==> config.mk <==
export PLATFORM = sky130hd
export DESIGN_NAME = uart_rx_fifo
export DESIGN_NICKNAME = d
export VERILOG_FILES = /design/src/rtl/uart_rx_fifo.sv
export SDC_FILE = /design/constraint.sdc
export NUM_CORES = 1
export LEC_CHECK = 0
export ABC_AREA = 0
export ABC_CLOCK_PERIOD_IN_PS = 4700
export CORE_MARGIN = 5
export CORE_UTILIZATION = 55
export DETAILED_ROUTE_END_ITERATION = 10
export PLACE_DENSITY = 0.72
export REMOVE_ABC_BUFFERS = 1
export SLEW_MARGIN = 20
export SYNTH_ARGS = -nofsm -noshare
export SYNTH_HDL_FRONTEND = slang
export SYNTH_SLANG_ARGS = --single-unit
==> constraint.sdc <==
create_clock -name clk_int -period 4.7 [get_ports clk_int]
set_clock_uncertainty 0.2 [all_clocks]
set_input_delay 0.705 -clock clk_int [delete_from_list [all_inputs] [get_ports clk_int]]
set_output_delay 0.705 -clock clk_int [all_outputs]
set_load 0.005 [all_outputs]
==> src/rtl/uart_rx_fifo.sv <==
// UART receiver (8N1, oversampled, majority-voted) feeding a 4-entry FIFO
// with sticky frame-error and overrun flags.
module uart_rx_fifo #(
  parameter logic [23:0] BAUD_RATE  = 24'd4000000,
  parameter logic [27:0] CLOCK_FREQ = 28'd100000000,
  parameter int unsigned OVERSAMPLE = 8
) (
  input  logic       clk_int,
  input  logic       uart_reset,
  input  logic       rx_d_in,
  output logic [7:0] rx_data,
  output logic       rx_valid,
  input  logic       rx_ready,
  output logic       frame_err,
  output logic       overrun,
  input  logic       clr_err,
  output logic [2:0] fifo_count,
  output logic       busy
);

  localparam int unsigned DIV_RAW  = 32'(CLOCK_FREQ) / (32'(BAUD_RATE) * OVERSAMPLE);
  localparam int unsigned TICK_DIV = (DIV_RAW < 1) ? 1 : DIV_RAW;
  localparam int unsigned TW       = (TICK_DIV > 1) ? $clog2(TICK_DIV) : 1;
  localparam int unsigned SW       = $clog2(OVERSAMPLE);
  localparam int unsigned S_LO     = OVERSAMPLE / 2 - 1;
  localparam int unsigned S_MID    = OVERSAMPLE / 2;
  localparam int unsigned S_HI     = OVERSAMPLE / 2 + 1;
  localparam int unsigned S_LAST   = OVERSAMPLE - 1;
  localparam int unsigned DEPTH    = 4;

  typedef enum logic [1:0] {IDLE, START, DATA, STOP} state_t;

  state_t          state_q, state_d;
  logic [1:0]      sync_q;
  logic            rx_prev_q;
  logic            rx_s, fall_c;
  logic [TW-1:0]   tick_q;
  logic            tick_c, restart_c;
  logic [SW-1:0]   samp_q, samp_d;
  logic            lo_c, mid_c, hi_c, last_c;
  logic            samp_a_q, samp_b_q, maj_c;
  logic [2:0]      bit_q, bit_d;
  logic [7:0]      shift_q, shift_d;
  logic            push_c, ferr_set_c;

  logic [7:0]      mem_q [DEPTH];
  logic [1:0]      wr_q, rd_q, rd_d;
  logic [2:0]      cnt_d;
  logic [7:0]      head_d;
  logic            full_c, pop_c, wr_en_c, ovr_set_c;

  assign rx_s   = sync_q[1];
  assign fall_c = rx_prev_q & ~rx_s;

  // Two-flop synchronizer plus one delayed copy for falling-edge detection
  always_ff @(posedge clk_int or posedge uart_reset) begin
    if (uart_reset) begin
      sync_q    <= 2'b11;
      rx_prev_q <= 1'b1;
    end else begin
      sync_q    <= {sync_q[0], rx_d_in};
      rx_prev_q <= sync_q[1];
    end
  end

  assign tick_c = (tick_q == TW'(TICK_DIV - 1));

  // Oversample tick divider, realigned to the detected start edge
  always_ff @(posedge clk_int or posedge uart_reset) begin
    if (uart_reset)               tick_q <= '0;
    else if (restart_c || tick_c) tick_q <= '0;
    else                          tick_q <= tick_q + TW'(1);
  end

  assign lo_c   = (samp_q == SW'(S_LO));
  assign mid_c  = (samp_q == SW'(S_MID));
  assign hi_c   = (samp_q == SW'(S_HI));
  assign last_c = (samp_q == SW'(S_LAST));
  assign maj_c  = (samp_a_q & samp_b_q) | (samp_a_q & rx_s) | (samp_b_q & rx_s);

  // Next-state logic: bit timing, start validation, shifting and stop decision
  always_comb begin
    state_d    = state_q;
    samp_d     = samp_q;
    bit_d      = bit_q;
    shift_d    = shift_q;
    restart_c  = 1'b0;
    push_c     = 1'b0;
    ferr_set_c = 1'b0;
    if (state_q == IDLE) begin
      if (fall_c) begin
        state_d   = START;
        samp_d    = '0;
        restart_c = 1'b1;
      end
    end else if (tick_c) begin
      samp_d = last_c ? '0 : samp_q + SW'(1);
      case (state_q)
        START: begin
          if (hi_c && maj_c) begin
            state_d = IDLE;
          end else if (last_c) begin
            state_d = DATA;
            bit_d   = '0;
          end
        end
        DATA: begin
          if (hi_c) shift_d = {maj_c, shift_q[7:1]};
          if (last_c) begin
            if (bit_q == 3'd7) state_d = STOP;
            else               bit_d   = bit_q + 3'd1;
          end
        end
        STOP: begin
          if (hi_c) begin
            state_d    = IDLE;
            push_c     = maj_c;
            ferr_set_c = ~maj_c;
          end
        end
        default: state_d = IDLE;
      endcase
    end
  end

  // Receiver state, sample history and shift register
  always_ff @(posedge clk_int or posedge uart_reset) begin
    if (uart_reset) begin
      state_q  <= IDLE;
      samp_q   <= '0;
      bit_q    <= '0;
      shift_q  <= '0;
      samp_a_q <= 1'b1;
      samp_b_q <= 1'b1;
      busy     <= 1'b0;
    end else begin
      state_q <= state_d;
      samp_q  <= samp_d;
      bit_q   <= bit_d;
      shift_q <= shift_d;
      busy    <= (state_d != IDLE);
      if (tick_c && lo_c)  samp_a_q <= rx_s;
      if (tick_c && mid_c) samp_b_q <= rx_s;
    end
  end

  assign full_c    = (fifo_count == 3'd4);
  assign pop_c     = rx_valid & rx_ready;
  assign wr_en_c   = push_c & (~full_c | pop_c);
  assign ovr_set_c = push_c & full_c & ~pop_c;

  // Next occupancy and next head byte; a byte written into the new head slot is bypassed
  always_comb begin
    rd_d  = rd_q + 2'(pop_c);
    cnt_d = fifo_count + 3'(wr_en_c) - 3'(pop_c);
    if (cnt_d == 3'd0)                 head_d = '0;
    else if (wr_en_c && (wr_q == rd_d)) head_d = shift_q;
    else                               head_d = mem_q[rd_d];
  end

  // FIFO storage, pointers, registered head/valid and sticky flags (set beats clear)
  always_ff @(posedge clk_int or posedge uart_reset) begin
    if (uart_reset) begin
      for (int i = 0; i < DEPTH; i++) mem_q[i] <= '0;
      wr_q       <= '0;
      rd_q       <= '0;
      fifo_count <= '0;
      rx_valid   <= 1'b0;
      rx_data    <= '0;
      frame_err  <= 1'b0;
      overrun    <= 1'b0;
    end else begin
      if (wr_en_c) begin
        mem_q[wr_q] <= shift_q;
        wr_q        <= wr_q + 2'd1;
      end
      rd_q       <= rd_d;
      fifo_count <= cnt_d;
      rx_valid   <= (cnt_d != 3'd0);
      rx_data    <= head_d;
      frame_err  <= ferr_set_c | (frame_err & ~clr_err);
      overrun    <= ovr_set_c  | (overrun   & ~clr_err);
    end
  end

endmodule
# Word-level counts from Yosys, hierarchy flattened
# Index checks and enable logic that the tools add are counted.
# totals
regBits	74
latch_bits	0
ramBits	0
romBits	0
out_inout_bits	15
n_memories	0
# classes
add_sub_neg	7
multipliers	0
div	0
order_cmp	3
n_eq_ne	16
shift	0
n_mux	37
n_bitwise	23
n_reduce_logical	15
# ops
cell	count
two-way mux 8 bit	5
bitwise mux 32 bit	1
two-way mux 3 bit	8
two-way mux 2 bit	9
binary-select mux 8 bit (select 2 bit)	1
demux 8 bit (select 2 bit)	1
equality test 3 bit, second input constant	5
bitwise AND 1 bit	10
two-way mux 1 bit	10
!= test 2 bit, second input constant	5
AND reduction 7 bit	1
adder 3 x 1 -> 3 bit, second input constant	2
equality test 2 bit, second input constant	3
>= comparator 3 bit, second input constant	2
NOT 1 bit	6
NOT 2 -> 3 bit	2
case mux 2 bit (3 select lines)	1
case mux 3 bit (2 select lines)	1
nonzero test 2 bit	3
logical AND 1 bit	5
OR 1 bit	5
adder 2 x 1 -> 2 bit, second input constant	2
AND reduction 4 bit	1
adder 3 x 1 -> 3 bit	1
other kinds (11)	11

# Longest topological paths before layout
# Gate-level depths: netlist of the first run.
# logic_depth
word_depth	12
depth_mapped	17

# Least setup slack after synthesis of the first run
# OpenSTA, ideal clock, no wires.
# synth_path
path_kind	input to register
start	in rx_ready
end	reg rx_data[4]
setup_ps	79
t_arrival_ps	3151
required_ps	4421
slack_ps	1269
stages	14
path_buffers	2
cell_sequence	and2_4 > or4b_4 > buf_6 > nand2_1 > ha_1 > inv_1 > ha_1 > inv_1 > fa_1 > xnor3_1 > nand3b_1 > buf_2 > nand2_1 > mux2i_1
# synth_between
elab_chain_cells	8
# synth_lines
element	line_no	rtl
start, declared	13	input logic rx_ready,
bitwise AND 1 bit (*)	148	assign pop_c = rx_valid & rx_ready;
parallel branches: the longest is 6 deep, another holds adder 3 x 1 -> 3 bit	n/a	
two-way mux 8 bit (*)	156	if (cnt_d == 3'd0) head_d = '0;
net head_d[4]	49	logic [7:0] head_d;
end signal, assigned	169	rx_data <= '0;
end signal, assigned	180	rx_data <= head_d;
end, declared	11	output logic [7:0] rx_data,
# Mark *: on every way through the listed nets, which the timed path passes. The select of a mux whose other input is x is not followed.
# A chain may end at the register's enable or synchronous reset.

# Worst setup path after layout of the first run
# layout_path
start	reg state_q[0]
end	reg rx_data[6]
# layout_between
elab_chain_cells	9
# layout_lines
element	line_no	rtl
start, declared	33	state_t state_q, state_d;
start signal, assigned	137	state_q <= state_d;
equality test 2 bit	98	case (state_q)
two-way mux 1 bit	98	
two-way mux 1 bit	96	end else if (tick_c) begin
two-way mux 1 bit (*)	90	if (state_q == IDLE) begin
bitwise AND 1 bit (*)	149	assign wr_en_c = push_c & (~full_c | pop_c);
adder 3 x 1 -> 3 bit	155	cnt_d = fifo_count + 3'(wr_en_c) - 3'(pop_c);
subtractor 3 x 1 -> 3 bit	155	
zero test 3 bit	156	
two-way mux 8 bit (*)	156	
net head_d[6]	49	
# The timed path passes the listed nets; every way through them passes the cells marked *.

==> impl_results.md, run 1 <==
* Detailed Routing Iterations Pass 1 at 4
* HPWL after DPL at 4010 um
* Pleak at 1.919 nW
* Register bit total from synthesis at 74
* Pre-CTS setup slack at 0.8347 ns
* Port Buf Inserts at 19
* Via count at 2,074
* CORE AREA at 6314 um^2
* Die Y-Extent at 90.17 um
* Slew Limit Fails at 0
* Post-CTS Setup Inserts at 0
* Final TNS setup at 0 ns
* Post-route ant nets at 0
* Post-Place Cells at 349
* Final Hold Fails at 0
* Global-route usage over all layers at 15.77%
* Pwr dens at 436.5 nW/um^2
* Achievable Freq at 271.4 MHz
* Asr flop ratio synth at 100.0%
* TritonCTS clock tree: built
* Setup violators final at 0
* Largest net degree at the start of global routing at 49
* DRC at 0
* Final #Nets at 308
* Clock share of power at 29.5%
* M1 GR Usage at 21.29%
* GP Congestion at 0.8080
* Post-synthesis cell area at 3535 um^2
* Worst Setup SP: state_q[0]$_DFF_PP0_
* Main synth FF type: dfrtp_1
* Reg power frac at 43.1%
* Share of cells above drive strength 1 at 28.47%
* Final min period at 3.685 ns
* Worst IR drop on VDD at 0.0003479 V
* Register-to-Register Setup Slack at 1.02 ns
* CP Data Required Time at 4.77 ns
* Area Overhead vs Synth at 13.27%
* Outcome: finished clean
* Most Crowded Layer GR: met2
* Clock Tree Root: clkbuf_8
* Post-CTS Resized at 0
* Max Cap Viol at 0
* Vias in the first global route at 2,150
* Total congestion overflow at 0
* Crit path max fanout at 17
* Worst Setup End Kind: register
* Die width at 90.17 um
* Final wirelength at 6008 um
* Post-synth EDFFs at 0
* Starting DRT DRC Count at 82
* Cells after Synth at 257
* Sw frac at 31.35%
* CTS Sinks at 74
* NetSw at 0.0005480 W
* Hold path startpoint: sync_q[0]$_DFF_PP1_
* Fin crit share at 78.40%
* Number of hold buffers added after CTS at 0
* Inserted Diodes at 0
* Worst Max-Slew Pin Slew at 0.6174 ns
* Type of origin of the critical path: register
* Via density at 5.682
* Maximum clock path buffer count at 2
* Hold Path Class: register to register
* Met3 Resource Use GR at 3.339%
* Post-route setup slack at 1.015 ns
* RSZ-0062 raised after global routing: no
* Worst Setup Path Type: register to register
* Worst-path clk slew at 0.08 ns
* YS warnings at 0
* Max H-tree Level at 3
* I/O pin total at 20
* Layout Cells excl Fill at 365
* Yosys cell types at 43
* Pint at 0.001200 W
* WL/cell at 16.46 um
* Syn_area_per_cell at 13.75 um^2
* Register area share after synthesis at 52.57%
* Initial core utilization at 55.98%
* Initial antenna violation count at 0
* Clk_lat worst skew at 0.35 ns
* Num CTS Buffers at 9
* DIE AREA at 8130 um^2
* First-pass GRT wire length at 10,350 um
* Met2 usage at 24.76%
* Worst r2r src: state_q[0]$_DFF_PP0_
* Comb pwr share at 27.4%
* CP Data Arrival Time at 3.75 ns
* Slew margin rel. at 58.80%
* Core Rows at 29
==> synthesized netlist by cell type, types with 5 or more instances <==
library cell,number,area (um^2)
dfstp_2,5,131.4
mux2i_1,10,100.1
mux4_1,7,183.9
nor2_1,5,18.77
dfrtp_1,69,1727
mux2_2,44,495.5
nand2_1,27,101.4
inv_1,18,67.56
ha_1,19,237.7
==> worst max-delay path: stages, from the launching register on <==
cell	delay, ns
dfrtp_1	0.45
inv_1	0.10
ha_1	0.23
and2b_1	0.31
and4_1	0.46
nand2_1	0.18
ha_1	0.32
inv_1	0.05
ha_1	0.13
inv_1	0.05
fa_1	0.37
xnor3_1	0.21
nand3b_1	0.10
buf_4	0.22
nand2_1	0.08
mux2i_1	0.14
==> per-layer routing <==
| metal | wire length (um) | up-vias | share of wire, % |
|---|---|---|---|
| met5 | 0 | - | 0 |
| li1 | - | 970 | - |
| met3 | 225 | 11 | 3.7 |
| met2 | 2828 | 47 | 47 |
| met4 | 72 | 0 | 1.2 |
| met1 | 2882 | 1046 | 48 |
==> kinds of logic after synthesis <==
family / after synthesis / share of synthesized area (%)
simple gates: 53 / 8.496
flops: 74 / 52.57
xor+xnor: 5 / 1.841
buf+inv: 25 / 3.256
compound gates: 17 / 3.540
fa+ha+maj: 21 / 7.611
mux: 62 / 22.69
==> sequential cells by signal (all words and copies together) (netlist names), 2 cells and up <==
| signal | cells |
|---|---|
| samp_q | 3 |
| mem_q | 32 |
| wr_q | 2 |
| fifo_count | 3 |
| state_q | 2 |
| rx_data | 8 |
| shift_q | 8 |
| rd_q | 2 |
| tick_q | 2 |
| sync_q | 2 |
| bit_q | 3 |
==> per-stage QoR <==
stage | area [um^2] | hold WS [ns] | util [%] | total power [W]
CTS | 4004 | 0.1593 | 63.42 | 0.001762
global route | 4004 | 0.1614 | 63.42 | 0.001847
global placement | 3792 | 0.1460 | 60.07 | 0.001232
floorplan | 3491 | 0.1452 | - | 0.001092
detailed placement | 3792 | 0.1479 | 60.07 | 0.001246
finish | 4004 | 0.1572 | 63.42 | 0.001748
==> worst paths after layout <==
check / endpoint / depth (start not counted)
max: rx_data[6]$_DFF_PP0_ / 15
min: sync_q[1]$_DFF_PP1_ / 0
max reg2reg: rx_data[6]$_DFF_PP0_ / 15
min reg2reg: sync_q[1]$_DFF_PP1_ / 0
max in group asynchronous: mem_q[3]$_DFFE_PP0P_ / 3
min in group asynchronous: busy$_DFF_PP0_ / 2
==> power groups by stage <==
stage                     clock, W  combinational [W]  sequential, W
after floorplan                  0           0.000335       0.000757
after global placement           0           0.000469       0.000764
after detailed placement         0           0.000479       0.000767
after CTS                 0.000525           0.000483       0.000754
after global routing      0.000553           0.000532       0.000762
final                     0.000516           0.000479       0.000753
==> area by class of cell <==
| cell class | count | area, um^2 |
|---|---|---|
| Timing Repair Buffer | 21 | 205.2 |
| Clock buffer | 11 | 151.4 |
| Fill cell | 478 | 2310 |
| Multi-Input combinational cell | 158 | 1562 |
| Tap cell | 77 | 96.34 |
| Clock inverter | 5 | 60.06 |
| Inverter | 19 | 71.32 |
| Sequential cell | 74 | 1858 |
==> cell usage in the layout (no fill, tap or decap), types with 3 or more instances in the layout <==
cell             netlist  routed
a21oi_1                3       3
nand3_1                3       3
clkdlybuf4s50_1        0      19
mux2i_1               10      10
dfrtp_1               69      69
dfstp_2                5       5
nand3b_1               3       3
o21ai_0                3       3
nand2_1               27      27
ha_1                  19      19
xnor2_1                3       3
inv_1                 18      17
o22ai_1                3       3
mux4_1                 7       7
nor2_1                 5       5
mux2_2                44      44
clkbuf_8               0      11
No activity file was read; power rests on OpenSTA's default activity.
==> run 2, diff against run 1 <==
--- a/config.mk
+++ b/config.mk
@@ -6,7 +6,7 @@
 export NUM_CORES = 1
 export LEC_CHECK = 0
 export ABC_AREA = 0
-export ABC_CLOCK_PERIOD_IN_PS = 4700
+export ABC_CLOCK_PERIOD_IN_PS = 3700
 export CORE_MARGIN = 5
 export CORE_UTILIZATION = 55
 export DETAILED_ROUTE_END_ITERATION = 10
==> constraint.sdc (replaced) <==
create_clock -name clk_int -period 3.7 [get_ports clk_int]
set_clock_uncertainty 0.2 [all_clocks]
set_input_delay 0.555 -clock clk_int [delete_from_list [all_inputs] [get_ports clk_int]]
set_output_delay 0.555 -clock clk_int [all_outputs]
set_load 0.005 [all_outputs]
==> impl_results.md, run 2 (synthesized netlist as in run 1, its figures left out) <==
* Worst Max-Slew Pin Slew at 0.4886 ns (-0.1288 ns)
* Final Hold Fails at 0 (unchanged)
* Post-CTS Resized at 0 (unchanged)
* Clock share of power at 29.5% (about the same)
* CP Data Required Time at 3.75 ns (-1.02 ns)
* Reg with most FFs: mem_q
* Area Overhead vs Synth at 15.22%
* Pwr dens at 564.2 nW/um^2 (+29%)
* Post-Place Cells at 354 (+1.4%)
* Layout Cells excl Fill at 370 (+1.4%)
* Post-route ant nets at 0 (unchanged)
* Share of cells above drive strength 1 at 29.35% (+0.88 points)
* Largest net degree at the start of global routing at 75 (+53%)
* Pleak at 1.954 nW (+1.8%)
* Final wirelength at 5931 um (-1.3%)
* Slew Limit Fails at 0 (unchanged)
* Max Cap Viol at 0 (unchanged)
* HPWL after DPL at 4045 um (+0.89%)
* Hold Path Class: register to register
* Clock Tree Root: clkbuf_8
* Die width at 90.17 um (unchanged)
* Most common cell after layout, fill and taps aside: dfrtp_1
* DIE AREA at 8130 um^2 (unchanged)
* Final #Nets at 313 (+1.6%)
* Maximum clock path buffer count at 2 (unchanged)
* Type of origin of the critical path: register
* Inserted Diodes at 0 (unchanged)
* CORE AREA at 6314 um^2 (unchanged)
* Port Buf Inserts at 19 (unchanged)
* Clk_lat worst skew at 0.33 ns (-0.02 ns)
* TritonCTS clock tree: built
* Worst IR drop on VDD at 0.0003513 V (+0.97%)
* Global-route usage over all layers at 15.49% (-0.28 points)
* Worst-path clk slew at 0.08 ns (about the same)
* Final core occ at 64.51% (+1.1 points)
* Die Y-Extent at 90.17 um (unchanged)
* CTS Sinks at 74 (unchanged)
* Vias in the first global route at 2,079 (-3.3%)
* Comb pwr share at 28.8% (+1.4 points)
* Crit path max fanout at 17 (unchanged)
* Biggest regs: mem_q (32), rx_data (8), shift_q (8)
* Num CTS Buffers at 9 (unchanged)
* NetSw at 0.0007006 W (+28%)
* Slew margin rel. at 67.33% (+8.5 points)
* Final TNS setup at 0 ns (unchanged)
* Detailed Routing Iterations Pass 1 at 4 (unchanged)
* Pint at 0.001597 W (+33%)
* Post-CTS Setup Inserts at 0 (unchanged)
* Worst Setup Path Type: register to register
* Number of hold buffers added after CTS at 0 (unchanged)
* Tot Pwr at 0.002298 W (+31%)
* WL/cell at 16.03 um (-2.6%)
* Setup violators final at 0 (unchanged)
* Final min period at 3.221 ns (-0.4635 ns)
* Register-to-Register Setup Slack at 0.48 ns (-0.54 ns)
* Core Rows at 29 (unchanged)
* Initial antenna violation count at 0 (unchanged)
* Max reg flops at 32 (unchanged)
* Worst Setup End Kind: register
* I/O pin total at 20 (unchanged)
* CP Data Arrival Time at 3.27 ns (-0.48 ns)
* Fin crit share at 87.06% (+8.7 points)
* Starting DRT DRC Count at 80 (-2.4%)
* RSZ-0062 raised after global routing: no
* Fin Hold WS at 0.1591 ns (+0.001887 ns)
* Via density at 5.551 (-2.3%)
* Total congestion overflow at 0 (unchanged)
* DRC at 0 (unchanged)
* Via count at 2,054 (-0.96%)
* Sw frac at 30.49% (-0.87 points)
* Reg power frac at 41.7% (-1.4 points)
* Initial core utilization at 55.98% (unchanged)
* First-pass GRT wire length at 10,210 um (-1.4%)
* Max H-tree Level at 3 (unchanged)
* Outcome: finished clean
* Achievable Freq at 310.5 MHz (+14%)
* GP Congestion at 0.7995 (-1.1%)
* Most frequent cells in the layout: dfrtp_1, mux2_2, nand2_1, ha_1, clkdlybuf4s50_1
-- run 2: changes by cell type in the layout (fill, tap and decap cells not counted), sizes merged --
cell / change
inv: -1
bufinv: +1
buf: +5
clkinv: +1
clkbuf: -1
-- run 2: path summary, 6_finish.rpt --
path / startpoint / to / cells past startpoint
setup / recovery: state_q[0]$_DFF_PP0_ / rx_data[7]$_DFF_PP0_ / 15
min in group asynchronous: uart_reset / state_q[1]$_DFF_PP0_ / 3
setup reg to reg: state_q[0]$_DFF_PP0_ / rx_data[7]$_DFF_PP0_ / 15
hold reg to reg: sync_q[0]$_DFF_PP1_ / sync_q[1]$_DFF_PP1_ / 0
max in group asynchronous: uart_reset / sync_q[0]$_DFF_PP1_ / 3
hold / removal: sync_q[0]$_DFF_PP1_ / sync_q[1]$_DFF_PP1_ / 0
-- run 2: area by class of cell --
class,instances,area [um^2]
clock inverters,6,90.09
fillers,491,2241
well taps,77,96.34
clock buffers,10,127.6
multi-input cells,158,1562
inverters,19,71.32
flip-flops and latches,74,1858
repair buffers,26,267.8
-- run 2: power by group through the flow --
stage,sequential (W),combinational [W],clock [W]
finish,0.000957,0.000662,0.000678
floorplan,0.000961,0.000426,0
global route,0.000965,0.000741,0.000733
CTS,0.000957,0.000669,0.000696
global placement,0.000967,0.000654,0
detailed placement,0.000973,0.000667,0
-- run 2: worst max-delay path, stage by stage, from the launching register on --
cell and delay [ns]:
dfrtp_1 0.47, inv_1 0.10, ha_1 0.23, and2b_1 0.22, and4_1 0.23, nand2_1 0.09
ha_1 0.30, inv_1 0.06, ha_1 0.13, inv_1 0.05, fa_1 0.36, xnor3_1 0.20
nand3b_1 0.14, buf_12 0.15, nand2_1 0.05, mux2i_1 0.15
-- run 2: through the flow --
step | cell area (um^2) | setup WS (ns)
finish | 4073 | 0.4789
global route | 4073 | 0.2422
CTS | 4073 | 0.4634
detailed placement | 3855 | 0.1598
global placement | 3855 | 0.2573
floorplan | 3491 | 0.2465
-- run 2: layer usage --
metal,track usage [%],vias up,routed length (um)
met2,23.60,28,2750
met3,4.174,8,200
li1,-,978,-
met4,4.467,0,61
met1,21.88,1040,2917
met5,0,-,0
